--- config.mk ---
export PLATFORM = sky130hd
export DESIGN_NAME = btn_conditioner
export DESIGN_NICKNAME = d
export VERILOG_FILES = /design/src/rtl/btn_conditioner.sv
export SDC_FILE = /design/constraint.sdc
export NUM_CORES = 1
export LEC_CHECK = 0
export BUFFER_PORTS_ARGS = -buffer_cell sky130_fd_sc_hd__buf_2
export CAP_MARGIN = 20
export CORE_UTILIZATION = 65
export DETAILED_ROUTE_END_ITERATION = 8
export GPL_TIMING_DRIVEN = 0
export PLACE_DENSITY = 0.89
export SLEW_MARGIN = 25
export SYNTH_ARGS = -nofsm -noshare
export SYNTH_HDL_FRONTEND = slang
export SYNTH_SLANG_ARGS = --single-unit
--- constraint.sdc ---
create_clock -name clk -period 5.3 [get_ports clk]
set_input_delay 0.265 -clock clk [delete_from_list [all_inputs] [get_ports clk]]
set_output_delay 0.265 -clock clk [all_outputs]
set_load 0.005 [all_outputs]
--- src/rtl/btn_conditioner.sv ---
// Button conditioner: 2-flop synchronizer, debouncer, press/auto-repeat FSM and request latches.
// Define BTN_CONDITIONER_ACCEL_EN to let hold magnitude (mag) shorten the repeat period.
module btn_conditioner #(
  parameter int DEB_CYC  = 200000,
  parameter int REP_DLY  = 16000000,
  parameter int REP_PER  = 4000000,
  parameter int MAG_STEP = 20000000
) (
  input  logic       clk,
  input  logic       rst_n,
  input  logic       in,
  input  logic       mode,
  input  logic       clr,
  output logic       out,
  output logic       once,
  output logic [1:0] mag
);

  localparam int DW = (DEB_CYC > 1) ? $clog2(DEB_CYC) : 1;
`ifdef BTN_CONDITIONER_ACCEL_EN
  localparam int HW = 32;
  localparam logic [63:0] MAG1 = 64'(MAG_STEP);
  localparam logic [63:0] MAG2 = MAG1 + MAG1;
  localparam logic [63:0] MAG3 = MAG2 + MAG1;
`else
  localparam int HW = (REP_DLY > 0) ? $clog2(REP_DLY + 1) : 1;
`endif

  typedef enum logic [2:0] {IDLE, PRESS, WAIT_REP, REPEAT, RELEASE} state_t;

  state_t          state, state_nx;
  logic            s1, s2, db;
  logic [DW-1:0]   deb_cnt;
  logic [HW-1:0]   hold;
  logic [31:0]     rep_cnt, per_nx, per_ld;
  logic [1:0]      mag_nx;
  logic            rep_entry, rep_fire, mag_chg, set_once, set_out;

  always_ff @(posedge clk or negedge rst_n) begin
    if (!rst_n) {s2, s1} <= 2'b00;
    else        {s2, s1} <= {s1, in};
  end

  // Counter only runs while the synchronized level disagrees with db.
  always_ff @(posedge clk or negedge rst_n) begin
    if (!rst_n) begin
      db      <= 1'b0;
      deb_cnt <= '0;
    end else if (s2 == db) begin
      deb_cnt <= '0;
    end else if (deb_cnt == DW'(DEB_CYC - 1)) begin
      db      <= s2;
      deb_cnt <= '0;
    end else begin
      deb_cnt <= deb_cnt + 1'b1;
    end
  end

  // Counts from the db rise cycle, so hold==N falls N cycles after the press event.
  always_ff @(posedge clk or negedge rst_n) begin
    if (!rst_n)                        hold <= '0;
    else if (!db || state == RELEASE)  hold <= '0;
    else if (hold != '1)               hold <= hold + 1'b1;
  end

  always_ff @(posedge clk or negedge rst_n) begin
    if (!rst_n) state <= IDLE;
    else        state <= state_nx;
  end

  always_comb begin
    state_nx = state;
    case (state)
      IDLE:     if (db) state_nx = PRESS;
      PRESS:    state_nx = db ? WAIT_REP : RELEASE;
      WAIT_REP: if (!db) state_nx = RELEASE;
                else if (hold >= HW'(REP_DLY)) state_nx = REPEAT;
      REPEAT:   if (!db) state_nx = RELEASE;
      RELEASE:  state_nx = IDLE;
      default:  state_nx = IDLE;
    endcase
  end

  always_comb begin
    mag_nx = 2'd0;
    per_nx = 32'(REP_PER);
`ifdef BTN_CONDITIONER_ACCEL_EN
    if (state != RELEASE) begin
      if      (64'(hold) >= MAG3) mag_nx = 2'd3;
      else if (64'(hold) >= MAG2) mag_nx = 2'd2;
      else if (64'(hold) >= MAG1) mag_nx = 2'd1;
    end
    per_nx = 32'(REP_PER) >> mag_nx;
`endif
  end

  // A zero period degenerates to firing every cycle rather than never.
  assign per_ld    = per_nx - 32'(per_nx != 32'd0);
  assign mag_chg   = (mag_nx != mag);
  assign rep_entry = (state == WAIT_REP) && (state_nx == REPEAT);
  assign rep_fire  = (state == REPEAT) && db && (rep_cnt == 32'd0);

  always_ff @(posedge clk or negedge rst_n) begin
    if (!rst_n)                                       rep_cnt <= '0;
    else if (rep_entry || rep_fire)                   rep_cnt <= per_ld;
    else if (state == REPEAT && mag_chg)              rep_cnt <= per_ld;
    else if (state == REPEAT && rep_cnt != 32'd0)     rep_cnt <= rep_cnt - 32'd1;
    else if (state != REPEAT)                         rep_cnt <= '0;
  end

  always_ff @(posedge clk or negedge rst_n) begin
    if (!rst_n) mag <= 2'd0;
    else        mag <= mag_nx;
  end

  // Sets are taken on the edge that enters PRESS/REPEAT; a set beats a same-cycle clr.
  assign set_once = (state == IDLE) && db;
  assign set_out  = set_once || rep_entry || rep_fire || (mode && db);

  always_ff @(posedge clk or negedge rst_n) begin
    if (!rst_n) begin
      out  <= 1'b0;
      once <= 1'b0;
    end else begin
      if (set_out)      out <= 1'b1;
      else if (clr)     out <= 1'b0;
      if (set_once)     once <= 1'b1;
      else if (clr)     once <= 1'b0;
    end
  end

endmodule

==> results of run 1 <==
[metal layers]
layer | track usage, % | share of wire (%) | vias to the layer above | routed length, um
met4 | 10.66 | 1.8 | 0 | 155
li1 | - | - | 1598 | -
met3 | 7.058 | 5.2 | 19 | 443
met5 | 0 | 0 | - | 0
met1 | 36.87 | 45 | 1661 | 3859
met2 | 40.69 | 48 | 106 | 4099
[worst paths after layout]
path	startpoint	end	slack, ps	cells after the start
worst max-delay path	rep_cnt[26]$_DFFE_PN0P_	rep_cnt[16]$_DFFE_PN0P_	2640	7
worst min-delay path	mode	out$_DFFE_PN0P_	170	3
worst max register to register	rep_cnt[26]$_DFFE_PN0P_	rep_cnt[16]$_DFFE_PN0P_	2640	7
worst min register to register	s1$_DFF_PN0_	s2$_DFF_PN0_	360	0
max in group asynchronous	rst_n	rep_cnt[29]$_DFFE_PN0P_	4310	3
min in group asynchronous	rst_n	rep_cnt[14]$_DFFE_PN0P_	400	2
[kinds of logic after synthesis]
group,after synthesis,synth area share [%]
and+or+nand+nor,214,26.71
DFF,82,48.04
xor gates and xnor gates,57,11.69
AOI/OAI and AO/OA,50,8.377
buffers and inverters,26,2.870
adders and majority gates,5,1.465
muxes,3,0.7615
other,1,0.08779
[cell usage after synthesis, drive strengths merged (2+ instances only)]
cell and count:
xor2 20, dfrtp 82, and4 7, nand4 8, o41ai 4, mux2 2, nor3 22, or4b 5
nor2 64, or3 6, o311ai 4, nor4b 3, nand2b 3, and3 14, a31oi 3, nand3 18
a211oi 2, nor2b 3, inv 8, nand2 29, or4 7, xnor2 37, a21oi 7, buf 6
nor4 15, or2 4, ha 5, nand3b 2, o211ai 2, o31ai 4, clkbuf 12, o21ai 13
[cell type report]
cell class | instances | area (um2)
well taps | 77 | 96.34
fillers | 435 | 1694
clock inverters | 2 | 35.03
multi-input cells | 331 | 2101
plain buffers | 18 | 92.59
inverters | 8 | 30.03
repair buffers | 9 | 80.08
flip-flops and latches | 82 | 2052
clock buffers | 13 | 168.9
[metrics by stage]
step	instance area [um2]	hold slack, ps
3_3_place_gp	4402	332.0
6_report	4656	174.4
4_1_cts	4656	167.0
2_1_floorplan	4275	-30.59
5_1_grt	4656	165.3
3_5_place_dp	4432	257.1
[power by group]
group / internal [mW] / switching [mW] / leakage (nW)
logic: 0.00778 / 0.0168 / 0.995
registers: 0.628 / 0.00199 / 1.14
clock network: 0.253 / 0.218 / 0.106
total: 0.889 / 0.237 / 2.24
[state kept, by name, indices dropped and copies added, names as in the netlist]
register	count
s1	1
once	1
state	3
s2	1
deb_cnt	18
rep_cnt	32
out	1
hold	24
db	1
[critical path, cell delays in order (launching register included)]
cell	delay [ps]
dfrtp_1	420
or4_4	530
or3_1	310
clkbuf_2	160
nor4b_1	420
a41oi_1	330
buf_2	300
o21ai_0	110
==> metrics, run 1 <==
initial antenna violation count 0; synthesized flop and latch total 82; Seq/Total Area, Yosys 48.04%; H-Tree Depth 3; Final Util 73.32%; non-filler instance count after layout 540; wire length per cell 15.85 um; setup TNS 0 ps; post-CTS setup buffers 0; number of global-route vias before repair 3233; Fmax achieved 375.7 MHz; post-CTS sizing 0; hpwl dp 5922 um; Syn Std Cell Area 4272 um2; Worst Path Class, Setup register to register; placed cell count 523; die height 83.07 um; Tightest Hold Check Type input pin to register; Avg Synthesized Cell Area 9.753 um2; Remaining Overflow, GRT 0; nets 469; 1st-iter DRT viols 342; distinct cell type count of the synthesized netlist 61; Detail Route Antenna Nets 0; CTS Buffer Depth 2; crit-path max FO 10; IO Count 9; dominant cells by area after synthesis dfrtp_1 (48%), xnor2_1 (7.6%), nor2_1 (5.6%); Clock Sinks 82; final WL 8559 um; Clock Latency Late Sink 360 ps; Root Buffer Master clkbuf_8; peak supply drop 0.2098 mV; Area Growth Syn to Fin 8.992%; Reg clk slew, reported paths 90 ps; total core area 6350 um2; fin. max-slew vios 0; routability cong. 0.8707; top_reg_cell synth dfrtp_1; Worst-Margin Slew 908.8 ps; outcome complete, no violations; Via density 6.267; Synth warnings 0; ratio of cells with drive above 1 in the final layout 9.287%; Cell Rows 29; commonest non-fill, non-tap cell in the layout dfrtp_1; relative slew slack 38.86%; largest net degree at the start of global routing 48; Critical Path End Type register; data required time at the worst endpoint 5570 ps; WP data arrival 2930 ps; Initial Util 67.27%; Leak Pwr 2.240 nW; RSZ-0062 raised after global routing false; first-pass GRT wire length 14770 um; die width 83.07 um; TritonRoute pass-1 iters 5; minimum clock period 2662 ps; async set-or-reset flop fraction in the synthesized netlist 100.0%; Place WS 2692 ps; worst clock skew 13.30 ps; DR vias 3384; post-synth top area cell dfrtp_1; CTS tree built; setup ws final 2638 ps; DRC 0; Worst Setup Start Kind register; Num CTS Buffers 9; cells after synthesis 438; Yosys top cell area share 48.04%; Hold Violations, Final 0; Setup-failing EPs final 0; total power 1.126 mW; Port Buffers 6; EDFF count, synth 0; max-cap violations 0; Power Density 241.8 nW/um2; Inserted Diodes 0; Die Footprint 6900 um2; Hold Buf Count CTS 2; commonest non-fill, non-tap cells in the layout dfrtp_1 (82), nor2_1 (64), xnor2_1 (37); share of the clock period used by the worst path after layout 50.22%; All-Layer GR Usage 26.76%
Power figures use the tool's default switching activity.
==> run 2, diff against run 1 <==
Settings changed: CORE_UTILIZATION 65 to 56, PLACE_DENSITY 0.89 to 0.82.
Clock period 5.3 ns to 2.3 ns, I/O delays scaled along.
==> run 2 against run 1 <==
The run now ends with negative setup slack left. Core utilization shrank 5.9 points. Clock skew is 1.8 ps lower. Register-to-register slack got worse by 2700 ps. Global-route usage fell by 2.4 points. Critical path depth down 1. Largest power group unchanged.
==> metrics, run 2 (same netlist as run 1, synthesis figures left out) <==
largest reg by FF count rep_cnt; fin. max-slew vios 0 (unchanged); Area Growth Syn to Fin 15.76%; ratio of cells with drive above 1 in the final layout 18.09% (+8.8 points); Power Density 518.3 nW/um2 (+110%); CTS tree built; commonest non-fill, non-tap cell in the layout dfrtp_1; Worst-Margin Slew 680.9 ps (-227.9 ps); Initial Util 58.27% (-9.0 points); grt met2 use 40.39% (-0.30 points); IO Count 9 (unchanged); Inserted Diodes 0 (unchanged); Fin Hold WS 25.84 ps (-148.6 ps); All-Layer GR Usage 24.39% (-2.4 points); Leak Pwr 2.327 nW (+3.9%); grt met3 use 4.247% (-2.8 points); max-cap violations 0 (unchanged); worst clock skew 11.54 ps (-1.757 ps); relative slew slack 54.19% (+15 points); total power 2.563 mW (+130%); Remaining Overflow, GRT 0 (unchanged); die height 89.34 um (+7.5%); Hold Violations, Final 0 (unchanged); Root Buffer Master clkbuf_8; Detail Route Antenna Nets 0 (unchanged); Worst Path Class, Setup register to register; non-filler instance count after layout 569 (+5.4%); commonest non-fill, non-tap cells in the layout dfrtp_1 (81), nor2_1 (60), xnor2_1 (37); GR peak layer met2; nets 475 (+1.3%); Clock Latency Late Sink 350 ps (about the same); Via density 6.005 (-4.2%); Critical Path End Type register; Placed Area 4472 um2 (+0.90%); DR vias 3417 (+0.98%); DRC 0 (unchanged); RSZ-0062 raised after global routing true; Place WS -286.1 ps (-2978 ps); Largest register FFs 32 (unchanged); routability cong. 0.8112 (-6.8%); crit-path max FO 8 (-2); die width 89.34 um (+7.5%); capturing point of the worst reg2reg path rep_cnt[14]$_DFFE_PN0P_; hpwl dp 5881 um (-0.71%); Top Registers rep_cnt (32), hold (24), deb_cnt (18); 1st-iter DRT viols 160 (-53%); number of global-route vias before repair 3165 (-2.1%); H-Tree Depth 3 (unchanged); worst-case hold path end point out$_DFFE_PN0P_; Hold Path Stages 3 (unchanged); initial antenna violation count 0 (unchanged); R2R depth 6 (-1); flop2flop setup slack -90 ps (-2730 ps); minimum clock period 2394 ps (-268.3 ps); setup ws final -93.59 ps (-2732 ps); Reg clk slew, reported paths 90 ps (about the same); final WL 9205 um (+7.5%); register area 2053 um2 (about the same); peak supply drop 0.4347 mV (+110%); final instance area 4945 um2 (+6.2%); total core area 7331 um2 (+15%); Port Buffers 6 (unchanged); area used by multi-input combinational logic 2271 um2 (+8.1%); Fmax achieved 417.8 MHz (+11%); first-pass GRT wire length 14700 um (-0.47%); Crit Reg-Reg Startpoint rep_cnt[26]$_DFFE_PN0P_; Tightest Hold Check Type input pin to register; Hold Path Origin mode; CTS Buffer Depth 2 (unchanged); # fillers 553 (+27%); TritonRoute pass-1 iters 4 (-1); Num CTS Buffers 9 (unchanged); failing checks negative setup slack; data required time at the worst endpoint 2540 ps (-3030 ps); GR Util met1 31.03% (-5.8 points); WP data arrival 2630 ps (-300 ps); share of the clock period used by the worst path after layout 104.1% (+54 points); Setup-failing EPs final 28 (+28); placed cell count 545 (+4.2%); Worst Setup Start Kind register; Clock Sinks 82 (unchanged); largest net degree at the start of global routing 50 (+4.2%); wire length per cell 16.18 um (+2.1%); Die Footprint 7981 um2 (+16%); Cell Rows 31 (+6.9%); outcome finished with violations
[run 2: where the power goes]
group,internal [mW],switching [mW],leakage (nW)
combinational,0.0167,0.0393,1.09
clock,0.509,0.547,0.0962
sequential,1.45,0.00470,1.14
total,1.97,0.591,2.33
[run 2: routing by layer]
layer | vias to the layer above | part of all wire [%]
met2 | 85 | 49
met3 | 20 | 3.8
met5 | - | 0
met4 | 0 | 2.6
li1 | 1619 | -
met1 | 1693 | 45
[run 2: timing repair]
action / in CTS / in global routing
hold endpoints to repair: 49 / 0
gates resized for setup: 23 / 28
pin swaps: 10 / 7
hold buffers: 2 / 0
buffers inserted: 8 / 2
setup endpoints to repair: 46 / 52
gates cloned: 0 / 1
[run 2: how the worst max path moves through the flow]
stage                     cells after the start               startpoint  slack (ps)                      end
after floorplan                               7   rep_cnt[0]$_DFFE_PN0P_         -30   rep_cnt[1]$_DFFE_PN0P_
after global placement                        7  rep_cnt[28]$_DFFE_PN0P_        -290   rep_cnt[4]$_DFFE_PN0P_
after detailed placement                      7  rep_cnt[26]$_DFFE_PN0P_        -290  rep_cnt[18]$_DFFE_PN0P_
after CTS                                     7  rep_cnt[28]$_DFFE_PN0P_        -150   rep_cnt[8]$_DFFE_PN0P_
after global routing                          6  rep_cnt[26]$_DFFE_PN0P_        -140  rep_cnt[21]$_DFFE_PN0P_
final                                         6  rep_cnt[26]$_DFFE_PN0P_         -90  rep_cnt[14]$_DFFE_PN0P_
[run 2: cell type report]
cell class	count	area share, %
Sequential cell	82	41.52
Timing Repair Buffer	20	3.568
Clock buffer	9	2.505
Multi-Input combinational cell	331	45.93
Clock inverter	7	1.544
Inverter	8	0.6073
Buffer	13	1.822
Tap cell	99	2.505
[run 2: through the flow]
step / utilization, % / setup TNS [ps]
after global routing: 67.45 / -3564
after CTS: 66.14 / -3396
after global placement: 60.69 / -5835
after floorplan: - / -320.2
after detailed placement: 61.00 / -6280
final: 67.45 / -1807
[run 2: worst max-delay path: stages, from the launching register on]
cell and delay (ps):
dfrtp_1 400, or4_4 550, or3_4 400, or4b_4 590, nand2_8 150, clkbuf_16 150, nor2_1 40
==> run 3, diff against run 2 <==
Settings changed: RECOVER_POWER from default to 100.
==> run 3 against run 2 <==
The flow still finishes with violations (negative setup slack). Global-route usage unchanged. Core utilization is 0.48 points lower. Count of clock-buffer cells in the layout is the same. Worst hold slack better by 1.6 ps. Non-clock buffer count unchanged. Critical path depth unchanged. Sequential power about the same. Setup slack worse by 1.7 ps. Critical path type unchanged. Critical endpoint unchanged.
==> metrics, run 3 (same netlist as run 1, synthesis figures left out) <==
Largest register FFs 32 (unchanged); Num CTS Buffers 9 (unchanged); Area Growth Syn to Fin 14.94%; Worst-Margin Slew 1219 ps (+538.5 ps); fin. max-slew vios 0 (unchanged); All-Layer GR Usage 24.39% (unchanged); ratio of cells with drive above 1 in the final layout 16.81% (-1.3 points); Critical Path End Type register; largest net degree at the start of global routing 50 (unchanged); data required time at the worst endpoint 2540 ps (about the same); largest reg by FF count rep_cnt; metal3 WL 409 um (+18%); Tightest Hold Check Type input pin to register; minimum clock period 2395 ps (+1.667 ps); Cell Rows 31 (unchanged); Worst Setup Start Kind register; WP data arrival 2630 ps (about the same); setup ws final -95.26 ps (-1.667 ps); Setup-failing EPs final 29 (+3.6%); initial antenna violation count 0 (unchanged); H-Tree Depth 3 (unchanged); RSZ-0062 raised after global routing true; Fmax achieved 417.5 MHz (about the same); M1 WL 4037 um (-2.1%); final WL 9233 um (+0.30%); relative slew slack 18.71% (-35 points); outcome finished with violations; Clock Latency Late Sink 350 ps (about the same); total power 2.564 mW (about the same); first-pass GRT wire length 14700 um (unchanged); Inserted Diodes 0 (unchanged); IO Count 9 (unchanged); wire length per cell 16.23 um (+0.30%); setup TNS -1838 ps (-31.48 ps); Leak Pwr 2.306 nW (-0.91%); Die Footprint 7981 um2 (unchanged); # fillers 559 (+1.1%); number of global-route vias before repair 3165 (unchanged); Remaining Overflow, GRT 0 (unchanged); crit-path max FO 8 (unchanged); commonest non-fill, non-tap cells in the layout dfrtp_1 (82), nor2_1 (60), xnor2_1 (37); CTS tree built; routability cong. 0.8112 (unchanged); max-cap violations 0 (unchanged); DRC 0 (unchanged); failing checks negative setup slack; CTS Buffer Depth 2 (unchanged); 1st-iter DRT viols 181 (+13%); Via density 6.040 (+0.59%); commonest non-fill, non-tap cell in the layout dfrtp_1; TritonRoute pass-1 iters 5 (+1); Root Buffer Master clkbuf_8; Port Buffers 6 (unchanged); die width 89.34 um (unchanged); Final Util 66.97% (-0.48 points); Initial Util 58.27% (unchanged); WL met2 4538 um (+0.91%); Power Density 522.3 nW/um2 (+0.76%); Hold Violations, Final 0 (unchanged); Worst Path Class, Setup register to register; total core area 7331 um2 (unchanged); Top Layer Used met4; DR vias 3437 (+0.59%); die height 89.34 um (unchanged); peak supply drop 0.4370 mV (+0.52%); share of the clock period used by the worst path after layout 104.1% (about the same); Reg clk slew, reported paths 90 ps (about the same); Top Registers rep_cnt (32), hold (24), deb_cnt (18); worst clock skew 10.41 ps (-1.130 ps); Clock Sinks 82 (unchanged); Detail Route Antenna Nets 0 (unchanged); nets 475 (unchanged); hpwl dp 5881 um (unchanged)
-- run 3: layout make-up --
class	instances	area [um2]	area share, %
flip-flops and latches	82	2052	41.79
well taps	99	123.9	2.523
plain buffers	13	90.09	1.835
multi-input cells	331	2261	46.05
clock buffers	9	123.9	2.523
inverters	8	30.03	0.6116
clock inverters	7	76.32	1.555
repair buffers	20	152.6	3.109
-- run 3: power by group --
part           total, mW  internal (mW)  switching (mW)
Combinational     0.0517         0.0129          0.0387
Sequential          1.45           1.45         0.00470
Clock               1.06          0.509           0.552
-- run 3: worst paths after layout --
path,slack [ps],startpoint,cells past startpoint,to
max,-100,rep_cnt[26]$_DFFE_PN0P_,6,rep_cnt[14]$_DFFE_PN0P_
min,30,mode,3,out$_DFFE_PN0P_
max reg2reg,-100,rep_cnt[26]$_DFFE_PN0P_,6,rep_cnt[14]$_DFFE_PN0P_
min reg2reg,350,s1$_DFF_PN0_,0,s2$_DFF_PN0_
max in group asynchronous,380,rst_n,3,state[1]$_DFF_PN0_
min in group asynchronous,550,rst_n,2,hold[3]$_DFFE_PN0P_
-- run 3: repair_timing --
| item | in CTS | in global routing |
|---|---|---|
| endpoints found under the setup margin | 46 | 52 |
| resized for setup | 23 | 28 |
| hold endpoints to repair | 49 | 0 |
| hold buffers | 2 | 0 |
| cloned | 0 | 1 |
| setup buffers | 8 | 2 |
| pin swaps | 10 | 7 |
-- run 3: stage by stage --
stage                     instances  hold WS (ps)  area [um2]  setup slack (ps)
after floorplan                 439        -180.6        4295            -33.07
after global placement          544         225.7        4449            -289.7
after detailed placement        545         187.2        4472            -286.1
after CTS                       569         15.44        4848            -149.3
after global routing            569         21.13        4910            -137.7
final                           569         27.40        4910            -95.26
-- run 3: routing by layer --
metal  GRT usage (%)  up-vias
met5               0        -
met4           11.98        0
met3           4.247       22
met2           40.39       99
met1           31.03     1700
li1                -     1616
-- run 3: critical path: stages (launching register included) --
cell and delay, ps:
dfrtp_1 400, or4_4 550, or3_4 400, or4b_4 590, nand2_8 150, clkbuf_16 150, nor2_1 40
